--- config.mk ---
export PLATFORM = sky130hd
export DESIGN_NAME = button_debounce
export DESIGN_NICKNAME = d
export VERILOG_FILES = /design/src/rtl/soc_io_pkg.sv /design/src/rtl/debounce_channel.sv /design/src/rtl/button_debounce.sv
export SDC_FILE = /design/constraint.sdc
export NUM_CORES = 1
export LEC_CHECK = 0
export ABC_AREA = 1
export BUFFER_PORTS_ARGS = -buffer_cell sky130_fd_sc_hd__buf_2
export CORE_ASPECT_RATIO = 2
export CORE_MARGIN = 2
export CORE_UTILIZATION = 55
export CTS_CLUSTER_SIZE = 40
export DETAILED_ROUTE_END_ITERATION = 10
export GPL_TIMING_DRIVEN = 0
export PLACE_DENSITY_LB_ADDON = 0.25
export SETUP_SLACK_MARGIN = 0.4
export SLEW_MARGIN = 20
export SYNTH_ARGS = -nofsm -noshare
export SYNTH_HDL_FRONTEND = slang
export SYNTH_HIERARCHICAL = 1
export SYNTH_SLANG_ARGS = --single-unit
export TNS_END_PERCENT = 30
--- constraint.sdc ---
create_clock -name clk_50_clk -period 1.6 [get_ports clk_50_clk]
set_input_delay 0.16 -clock clk_50_clk [delete_from_list [all_inputs] [get_ports clk_50_clk]]
set_output_delay 0.16 -clock clk_50_clk [all_outputs]
set_load 0.01 [all_outputs]
--- src/rtl/soc_io_pkg.sv ---
// soc_io_pkg: shared debounce constants and counter-width helper
package soc_io_pkg;
  localparam int DEBOUNCE_20MS_50MHZ = 1000000;
  localparam int DEBOUNCE_SIM = 4;
  function automatic int cnt_width(input int cycles);
    return (cycles > 2) ? $clog2(cycles) : 1;
  endfunction
endpackage

--- src/rtl/debounce_channel.sv ---
// debounce_channel: one-bit synchronizer, counter debounce, edge pulses and sticky press latch
module debounce_channel
  import soc_io_pkg::*;
#(
  parameter int DEBOUNCE_CYCLES = DEBOUNCE_20MS_50MHZ,
  parameter bit ACTIVE_LOW = 1'b1
) (
  input  logic clk,
  input  logic rst,
  input  logic i_raw,
  input  logic i_clr,
  output logic o_level,
  output logic o_press,
  output logic o_release,
  output logic o_latch
);
  localparam int CW = cnt_width(DEBOUNCE_CYCLES);
  logic          r_s1, r_s2, r_level, r_press, r_release, r_latch;
  logic [CW-1:0] r_cnt;
  logic          w_n, w_diff, w_done;
  assign w_n    = ACTIVE_LOW ? ~r_s2 : r_s2;
  assign w_diff = w_n != r_level;
  assign w_done = w_diff && (r_cnt == CW'(DEBOUNCE_CYCLES - 1));
  // sync pins, count consecutive disagreement, accept the new level and pulse on acceptance
  always_ff @(posedge clk) begin
    if (rst) begin
      r_s1      <= ACTIVE_LOW;
      r_s2      <= ACTIVE_LOW;
      r_cnt     <= '0;
      r_level   <= 1'b0;
      r_press   <= 1'b0;
      r_release <= 1'b0;
      r_latch   <= 1'b0;
    end else begin
      r_s1      <= i_raw;
      r_s2      <= r_s1;
      r_cnt     <= (!w_diff || w_done) ? '0 : r_cnt + CW'(1);
      r_level   <= w_done ? w_n : r_level;
      r_press   <= w_done && w_n;
      r_release <= w_done && !w_n;
      r_latch   <= r_press | (r_latch & ~i_clr);
    end
  end
  assign o_level   = r_level;
  assign o_press   = r_press;
  assign o_release = r_release;
  assign o_latch   = r_latch;
endmodule

--- src/rtl/button_debounce.sv ---
// button_debounce: per-channel debounce of board buttons for the button PIO
module button_debounce
  import soc_io_pkg::*;
#(
  parameter int NUM_INPUTS = 3,
  parameter int DEBOUNCE_CYCLES = DEBOUNCE_20MS_50MHZ,
  parameter bit ACTIVE_LOW = 1'b1
) (
  input  logic                  clk_50_clk,
  input  logic                  reset_50_reset,
  input  logic [NUM_INPUTS-1:0] btn_raw,
  output logic [NUM_INPUTS-1:0] btn_level,
  output logic [NUM_INPUTS-1:0] btn_press,
  output logic [NUM_INPUTS-1:0] btn_release,
  output logic [NUM_INPUTS-1:0] press_latch,
  input  logic [NUM_INPUTS-1:0] press_clr
);
  for (genvar g = 0; g < NUM_INPUTS; g++) begin : g_ch
    debounce_channel #(
      .DEBOUNCE_CYCLES(DEBOUNCE_CYCLES),
      .ACTIVE_LOW     (ACTIVE_LOW)
    ) u_ch (
      .clk      (clk_50_clk),
      .rst      (reset_50_reset),
      .i_raw    (btn_raw[g]),
      .i_clr    (press_clr[g]),
      .o_level  (btn_level[g]),
      .o_press  (btn_press[g]),
      .o_release(btn_release[g]),
      .o_latch  (press_latch[g])
    );
  end
endmodule
==> results of run 1 <==
## worst paths after layout
kind / cells after the start / from / end
max: 7 / g_ch[2].u_ch/r_cnt[6]$_SDFF_PP0_ / g_ch[2].u_ch/r_cnt[18]$_SDFF_PP0_
min: 2 / btn_raw[0] / g_ch[0].u_ch/r_s1$_SDFF_PP1_
max reg2reg: 7 / g_ch[2].u_ch/r_cnt[6]$_SDFF_PP0_ / g_ch[2].u_ch/r_cnt[18]$_SDFF_PP0_
min reg2reg: 1 / g_ch[0].u_ch/r_s1$_SDFF_PP1_ / g_ch[0].u_ch/r_s2$_SDFF_PP1_
## cell type report
type                            count  share of cell area
Multi-Input combinational cell    390               0.442
Sequential cell                    78               0.328
Timing Repair Buffer               57              0.0977
Clock buffer                       12              0.0492
Inverter                           63              0.0477
Tap cell                           88              0.0220
Buffer                              3             0.00900
Clock inverter                      4             0.00450
## cell usage after synthesis, drive strengths merged (6+ instances only)
master / count
nand2: 135
nor2: 126
dfxtp: 78
inv: 63
nand3: 36
a21oi: 24
xor2: 21
or2: 12
xnor2: 9
nand3b: 6
nor3: 6
o21bai: 6
## power by group through the flow
stage | Clock (mW) | Sequential (mW) | Combinational (mW)
after floorplan | 0 | 2.00 | 0.0316
after global placement | 0 | 2.00 | 0.0510
after detailed placement | 0 | 2.00 | 0.0531
after CTS | 1.88 | 1.95 | 0.0741
after global routing | 1.96 | 1.94 | 0.101
final | 1.84 | 1.94 | 0.0928
## per-stage QoR
| step | worst slack, ns | hold WS [ns] | util |
|---|---|---|---|
| 3_3_place_gp | 0.103 | 0.343 | 0.604 |
| 2_1_floorplan | 0.401 | 0.232 | - |
| 3_5_place_dp | 0.0934 | 0.347 | 0.604 |
| 6_report | 0.190 | 0.0237 | 0.762 |
| 4_1_cts | 0.288 | 0.0197 | 0.698 |
| 5_1_grt | 0.124 | 0.0348 | 0.762 |
## worst max-delay path, cell delays in order, from the launching register on
cell and delay (ns):
dfxtp_2 0.34, buf_4 0.12, nand2_1 0.08, nor2_2 0.18, nand3b_1 0.26, o21bai_1 0.22
nand2_1 0.07, nor2_1 0.07
## routing by layer
layer,global-route usage,vias to the layer above,wire [µm]
li1,-,1792,-
met1,0.232,1692,3380
met2,0.507,83,5820
met3,0.0690,45,331
met4,0.174,0,564
met5,0,-,0
## kinds of logic after synthesis
family | count (synthesis)
AOI/OAI and AO/OA | 33
xor gates and xnor gates | 30
adders and majority gates | 3
buffers and inverters | 66
DFF | 78
and+or+nand+nor | 324
## flip-flops by register name, indices dropped and copies added (netlist names)
register,count
g_ch.u_ch/o_latch,3
g_ch.u_ch/r_s1,3
g_ch.u_ch/r_cnt,60
g_ch.u_ch/o_release,3
g_ch.u_ch/o_press,3
g_ch.u_ch/r_s2,3
g_ch.u_ch/o_level,3
## timing repair
action | 4_1_cts | 5_1_grt
hold buffers | 2 | 0
buffers inserted | 18 | 15
hold endpoints to repair | 2 | 0
gates resized for setup | 60 | 99
setup endpoints to repair | 66 | 69
cloned | 1 | 2
pin swaps | 13 | 24
==> run summary, run 1 <==
Counting every instance in the synthesized netlist gives 534. Power spread over the standard cell area amounts to 774 mW/mm². The clock root buffer master was clkbuf_16. The repair_antennas step left the layout with diodes totalling 0.

After detailed routing, the number of vias per cell comes to 5.20. Data on the critical path is required at its endpoint by 1.87 ns. The first global-routing pass estimated 15.0 mm of wire. From left edge to right edge, the die measures 62.0 µm. By area the synthesized netlist is led by dfxtp_1 42%, nand2_1 13%, nor2_1 12%.

The smallest clock period supported by the final layout is computed as 1.41 ns. Fill cells in the final layout number 449. In this run the count of I/O pins placed on the die edge is 20. The fraction of registers with async set or reset after synthesis came out at 0. Most common flop cell mapped by yosys: dfxtp_1. The area occupied by registers came out at 0.00164 mm². The region available for standard cell placement spans 0.00657 mm². The library cell used most frequently in the layout, excluding fill and tap cells, is nand2_1. Summed over all cells, the static leakage comes to 1.79 nW.

The run gives 0.34 ns as the later-pin clock latency in the skew report. In this run the cell area measured after placement is 0.00397 mm². The proportion of power drawn by flip-flops and latches was 0.502. The fraction of power consumed by the clock network came out at 0.474. The share of synthesized area spent on multiplexers is 0, and the maximum number of pins on one net before global-route repair is 16. The most area-hungry cell type in the Yosys netlist is dfxtp_1. The clock tree synthesis step divided the H-tree into 3 levels. Setup repair after global routing could not meet its margin everywhere.

The run gives 42 as the cell row count. The logs give 0.00744 mm² for the full die area and 2 for the largest buffer count on any clock path. The average cell area after synthesis was 6.93 µm². The final layout contains routed wiring with a total length of 10.1 mm.

The synthesized-area fraction occupied by ao, oa, aoi and oai cells was 0.0487; the share of the yosys chip area belonging to registers was 0.422. The count of input and output buffers was 19; the number of distinct library cells after synthesis was 21. At the end of the flow, the number of nets in the layout was 613.

The area share of the largest cell type after synthesis is 0.422, and the number of sinks handled by clock tree synthesis is 78. In this run the worst hold path is classified as in2reg. The detailed router finished its first iteration with 254 violations. The via count of the first global-routing pass was 3470; the effective utilization at floorplan was 0.563. In the routed design, unresolved DRC markers number 0.

For the part of the total power dissipated in combinational logic, the log shows 0.024. The tools report the Yosys warning count as 6. Share of the clock period used by the worst path after layout: 0.881.

By startpoint and endpoint, the worst setup path is classified as reg2reg. Across the VDD grid, the largest voltage drop is 673 µV. Across all register-to-register paths, the minimum setup slack is 0.19 ns.

The clock transition at the registers of the reported paths was 0.06 ns. The top cell types in the final layout, fill and taps aside, are 114 x nand2_1, 81 x nor2_1, 42 x inv_1, 39 x dfxtp_2, 31 x dfxtp_1. The finished cells cover 0.00501 mm².

The critical-path maximum fanout came out at 3. The multi-input combinational cells in the finished layout cover a total of 0.00221 mm². TritonCTS built the clock tree.

The detailed router placed 3612 vias in this run. Mapped cell area: 0.00370 mm². The detailed placement HPWL is 6.22 mm, and the count of endpoints failing setup in the final report is 0. Derived from the worst setup path, the maximum achievable clock frequency is 709 MHz. After global routing the overflow that remains totals 0. The worst setup path is launched from a flip-flop.

The sum of negative setup slack was 0 ns. The logs give 545 for the total nets after synthesis and 9 for the number of buffers created by CTS. Main combinational cell family by area after synthesis: simple AND/OR/NAND/NOR gates.

At the pin with the least slew margin, the transition time is 0.344 ns. The tools report the final hold violation count as 0. The worst endpoint data arrival time is 1.68 ns, and the net switching fraction of the power is 0.208. The routed wire length per instance was 14.5 µm. For this run, the detailed router's first-pass iteration total came to 4. After detailed placement, the design holds a cell count of 641.

The area share of and/or/nand/nor cells after synthesis is 0.375, and the post-synthesis share of cell area spent on xor and xnor gates is 0.0710. The run finished with clean final reports. Once detail routing completed, the nets flagged for antenna violations numbered 0.

The run gives 0.00813 ns as the clock skew after layout. The tools report the initial antenna violation count as 0. Summed over all nets, the switching power comes to 0.806 mW. The final-report max-slew violation count is 0.

The worst slew slack as a fraction of its limit is 0.770, and the area overhead of the layout relative to synthesis is 35.3%. The run gives 0 as the max-capacitance violation count. The number of synthesized flops with an enable pin was 0; the global-route total usage across every layer was 0.274. Die extent in y: 120 µm. The fraction of final layout cells with drive strength greater than 1 is 0.377. The worst setup path is captured at a flip-flop. The synthesized design contains 78 register bits. The post-synthesis share of cell area spent on full adders, half adders and majority gates was 0.0101. Post-route total power: 3.88 mW. The run gives 0.891 as the routability congestion estimate. Internal power comes to 3.07 mW.

For the final non-filler cell total, the log shows 695.
Note: power is estimated with default switching activity, not from simulation.
==> run 2: changes to the inputs <==
- CAP_MARGIN: default -> 10
- CORE_UTILIZATION: 55 -> 60
- PLACE_DENSITY: default -> 0.77
- PLACE_DENSITY_LB_ADDON: 0.25 -> default
==> run summary, run 2 (synthesis gave the netlist of run 1 again) <==
The number of remaining DRC errors is 0 (unchanged). The count of fill cells added during filler insertion came out at 364 (-19%). The max-capacitance violation count is 0 (unchanged), and the worst slew slack as a fraction of its limit is 0.777 (+0.00742). The die outline width was 59.5 µm (-4.0%); the total congestion overflow after global routing was 0 (unchanged). The run gives 0.601 (+0.0936) as the global-route met2 utilization. The critical path is of the reg2reg type. The worst hold path begins at btn_raw[2].

The total leakage power is 1.82 nW (+1.9%), and the fraction of power consumed by the clock network is 0.521 (+0.047). The logs give 0.20 ns (about the same) for the register-to-register setup slack and 1.65 ns (-0.03 ns) for the worst endpoint data arrival time. The launch point of the worst path was g_ch[0].u_ch/r_cnt[1]$_SDFF_PP0_. The tools report the area occupied by registers as 0.00164 mm² (about the same). The run gives 0.00601 mm² (-8.6%) as the placeable core region.

The slew at the pin closest to its max-slew limit is 0.334 ns (-0.00986 ns). For the final antenna diode count, the log shows 0 (unchanged). For the required time of the critical path, the log shows 1.86 ns (about the same).

The number of buffers inserted for hold repair after clock tree synthesis is 0 (-2), and the post-route minimum period is 1.40 ns (-0.0142 ns). The ratio of total power to cell area was 852 mW/mm² (+10%); the number of levels the H-tree was split into was 3 (unchanged). The final-report max-slew violation count is 0 (unchanged).

For the routability congestion estimate, the log shows 0.909 (+2.0%). The startpoint of the lowest-slack register-to-register path is g_ch[0].u_ch/r_cnt[1]$_SDFF_PP0_. Category of the worst setup path capture point: a flip-flop. The proportion of power drawn by flip-flops and latches is 0.459 (-0.043), and the part of the total power dissipated in combinational logic is 0.020 (-0.004).

The flow ran to the end, and the final reports show no timing, DRC or antenna violations. The library cells used most frequently in the layout, excluding fill and tap cells, are 118 x nand2_1, 95 x nor2_1, 47 x inv_1, 36 x dfxtp_1, 36 x buf_4. The most flop-heavy register was g_ch.u_ch/r_cnt. The count of input and output buffers works out to 19 (unchanged). The full die area was 0.00685 mm² (-7.9%). The clock root buffer master is clkbuf_16. The tools report the detailed placement HPWL as 5.95 mm (-4.3%). The share of the clock period used by the worst path after layout is 0.872 (-0.00888), and the net switching fraction of the power is 0.209 (+0.000768). The worst hold path endpoint is g_ch[2].u_ch/r_s1$_SDFF_PP1_.

The final non-filler cell total was 676 (-2.7%); the average via count per standard cell was 5.71 (+9.9%). The logs give 0.00927 ns (-0.0145 ns) for the worst slack on hold paths and 9 (unchanged) for the number of buffers created by CTS. The run gives 0.883 mW (+9.5%) as the switching power total. TritonCTS built the clock tree. The routed wire length was 10.9 mm (+8.1%). The via count of the first global-routing pass is 3752 (+8.1%). The number of sinks handled by clock tree synthesis was 78 (unchanged). The die extent in y was 115 µm (-4.1%); the final hold violation count was 0 (unchanged).

The worst supply voltage drop on vdd came out at 863 µV (+28%). The hold-critical path depth is 2 (unchanged). The effective utilization at floorplan is 0.616 (+0.0528), and the fraction of final layout cells with drive strength greater than 1 is 0.344 (-0.0331).

Most common library cell in the layout ignoring fill and taps: nand2_1. The area overhead of the layout relative to synthesis came out at 34.0%. The most heavily used metal layer in global routing is met2. The tools report the global-route total usage across every layer as 0.333 (+0.0593). The worst min-delay path category is in2reg.

The critical-path maximum fanout was 4 (+1). The largest buffer count on any clock path is 2 (unchanged). The tools report the pre-CTS setup slack as 0.134 ns (+0.0408 ns).

The clock transition at the registers of the reported paths was 0.06 ns (about the same). Upper clock frequency limit: 716 MHz (+1.0%). The routed wire length per instance is 16.1 µm (+11%), and the number of nets at the end of the flow is 619 (+0.98%). Setup repair after global routing could not meet its margin everywhere.

The wire length of the first global-routing pass is 17.0 mm (+13%), and the later-pin clock latency in the skew report is 0.34 ns (about the same). The worst setup path is launched from a flip-flop. The count of routing violations after the opening detailed-route iteration was 328 (+29%). The number of top-level pins was 20 (unchanged); the initial antenna violation count was 0 (unchanged). The global-route track usage on met3 is 0.0765 (+0.00752). The run gives 0.00215 mm² (-3.0%) as the area of combinational cells with multiple inputs. The count of endpoints failing setup in the final report came out at 0 (unchanged). The count of antenna-violating nets left after detailed routing was 0 (unchanged); the cell-internal power was 3.35 mW (+9.0%).

The maximum number of pins on one net before global-route repair came out at 16 (unchanged). The number of flip-flops in the largest register works out to 60 (unchanged). The via count came out at 3860 (+6.9%). The global routing met1 resource utilization is 0.307 (+0.0751), and the cell row count is 40 (-4.8%). The worst-case setup margin in the final layout was 0.204 ns (+0.0142 ns). The number of cells traversed by the worst register-to-register path was 7 (unchanged). For the number of detailed-route iterations in the first pass, the log shows 6 (+2).

The run gives 616 (-3.9%) as the placed instance count. The tools report the capture instance of the worst register-to-register path as g_ch[0].u_ch/r_cnt[18]$_SDFF_PP0_. The run gives 0.00708 ns (-0.00105 ns) as the clock skew after layout. Sum of negative setup slack: 0 ns (unchanged).
[run 2: layout make-up]
type / instances / share of cell area
Multi-Input combinational cell: 390 / 0.433
Sequential cell: 78 / 0.330
Timing Repair Buffer: 63 / 0.0986
Inverter: 63 / 0.0482
Clock buffer: 9 / 0.0454
Clock inverter: 7 / 0.0199
Tap cell: 63 / 0.0159
Buffer: 3 / 0.00832
[run 2: critical path: stages, from the launching register on]
cell and delay, ns:
dfxtp_4 0.37, ha_4 0.15, nand3_4 0.11, inv_4 0.09
nand3b_1 0.14, o21bai_1 0.17, nand2_1 0.12, nor2_4 0.16
[run 2: routing by layer]
layer | vias to the layer above | wire length, µm | part of all wire
met2 | 188 | 5850 | 0.54
li1 | 1797 | - | -
met1 | 1800 | 3710 | 0.34
met3 | 75 | 516 | 0.047
met5 | - | 0 | 0
met4 | 0 | 830 | 0.076
[run 2: through the flow]
stage	instance area, µm²	power (mW)	util
after floorplan	3760	2.03	-
after global placement	3940	2.05	0.656
after detailed placement	3940	2.05	0.656
after CTS	4810	4.24	0.801
after global routing	4960	4.35	0.826
final	4960	4.23	0.826
[run 2: worst max path at each step]
stage,to,depth (start not counted)
global placement,g_ch[0].u_ch/r_cnt[18]$_SDFF_PP0_,8
finish,g_ch[0].u_ch/r_cnt[18]$_SDFF_PP0_,7
CTS,g_ch[2].u_ch/r_cnt[4]$_SDFF_PP0_,10
detailed placement,g_ch[0].u_ch/r_cnt[17]$_SDFF_PP0_,8
floorplan,g_ch[0].u_ch/r_cnt[15]$_SDFF_PP0_,7
global route,g_ch[2].u_ch/r_cnt[2]$_SDFF_PP0_,9
[run 2: what timing repair did]
| item | CTS | global route |
|---|---|---|
| endpoints found under the setup margin | 65 | 66 |
| cloned | 3 | 0 |
| pin swaps | 26 | 11 |
| buffers inserted | 35 | 6 |
| resized for setup | 94 | 39 |
[run 2: power by group through the flow]
stage	logic, mW	registers, mW	clock network [mW]
2_1_floorplan	0.0316	2.00	0
3_3_place_gp	0.0522	2.00	0
3_5_place_dp	0.0541	2.00	0
4_1_cts	0.0820	1.95	2.21
5_1_grt	0.0926	1.94	2.31
6_report	0.0859	1.94	2.20
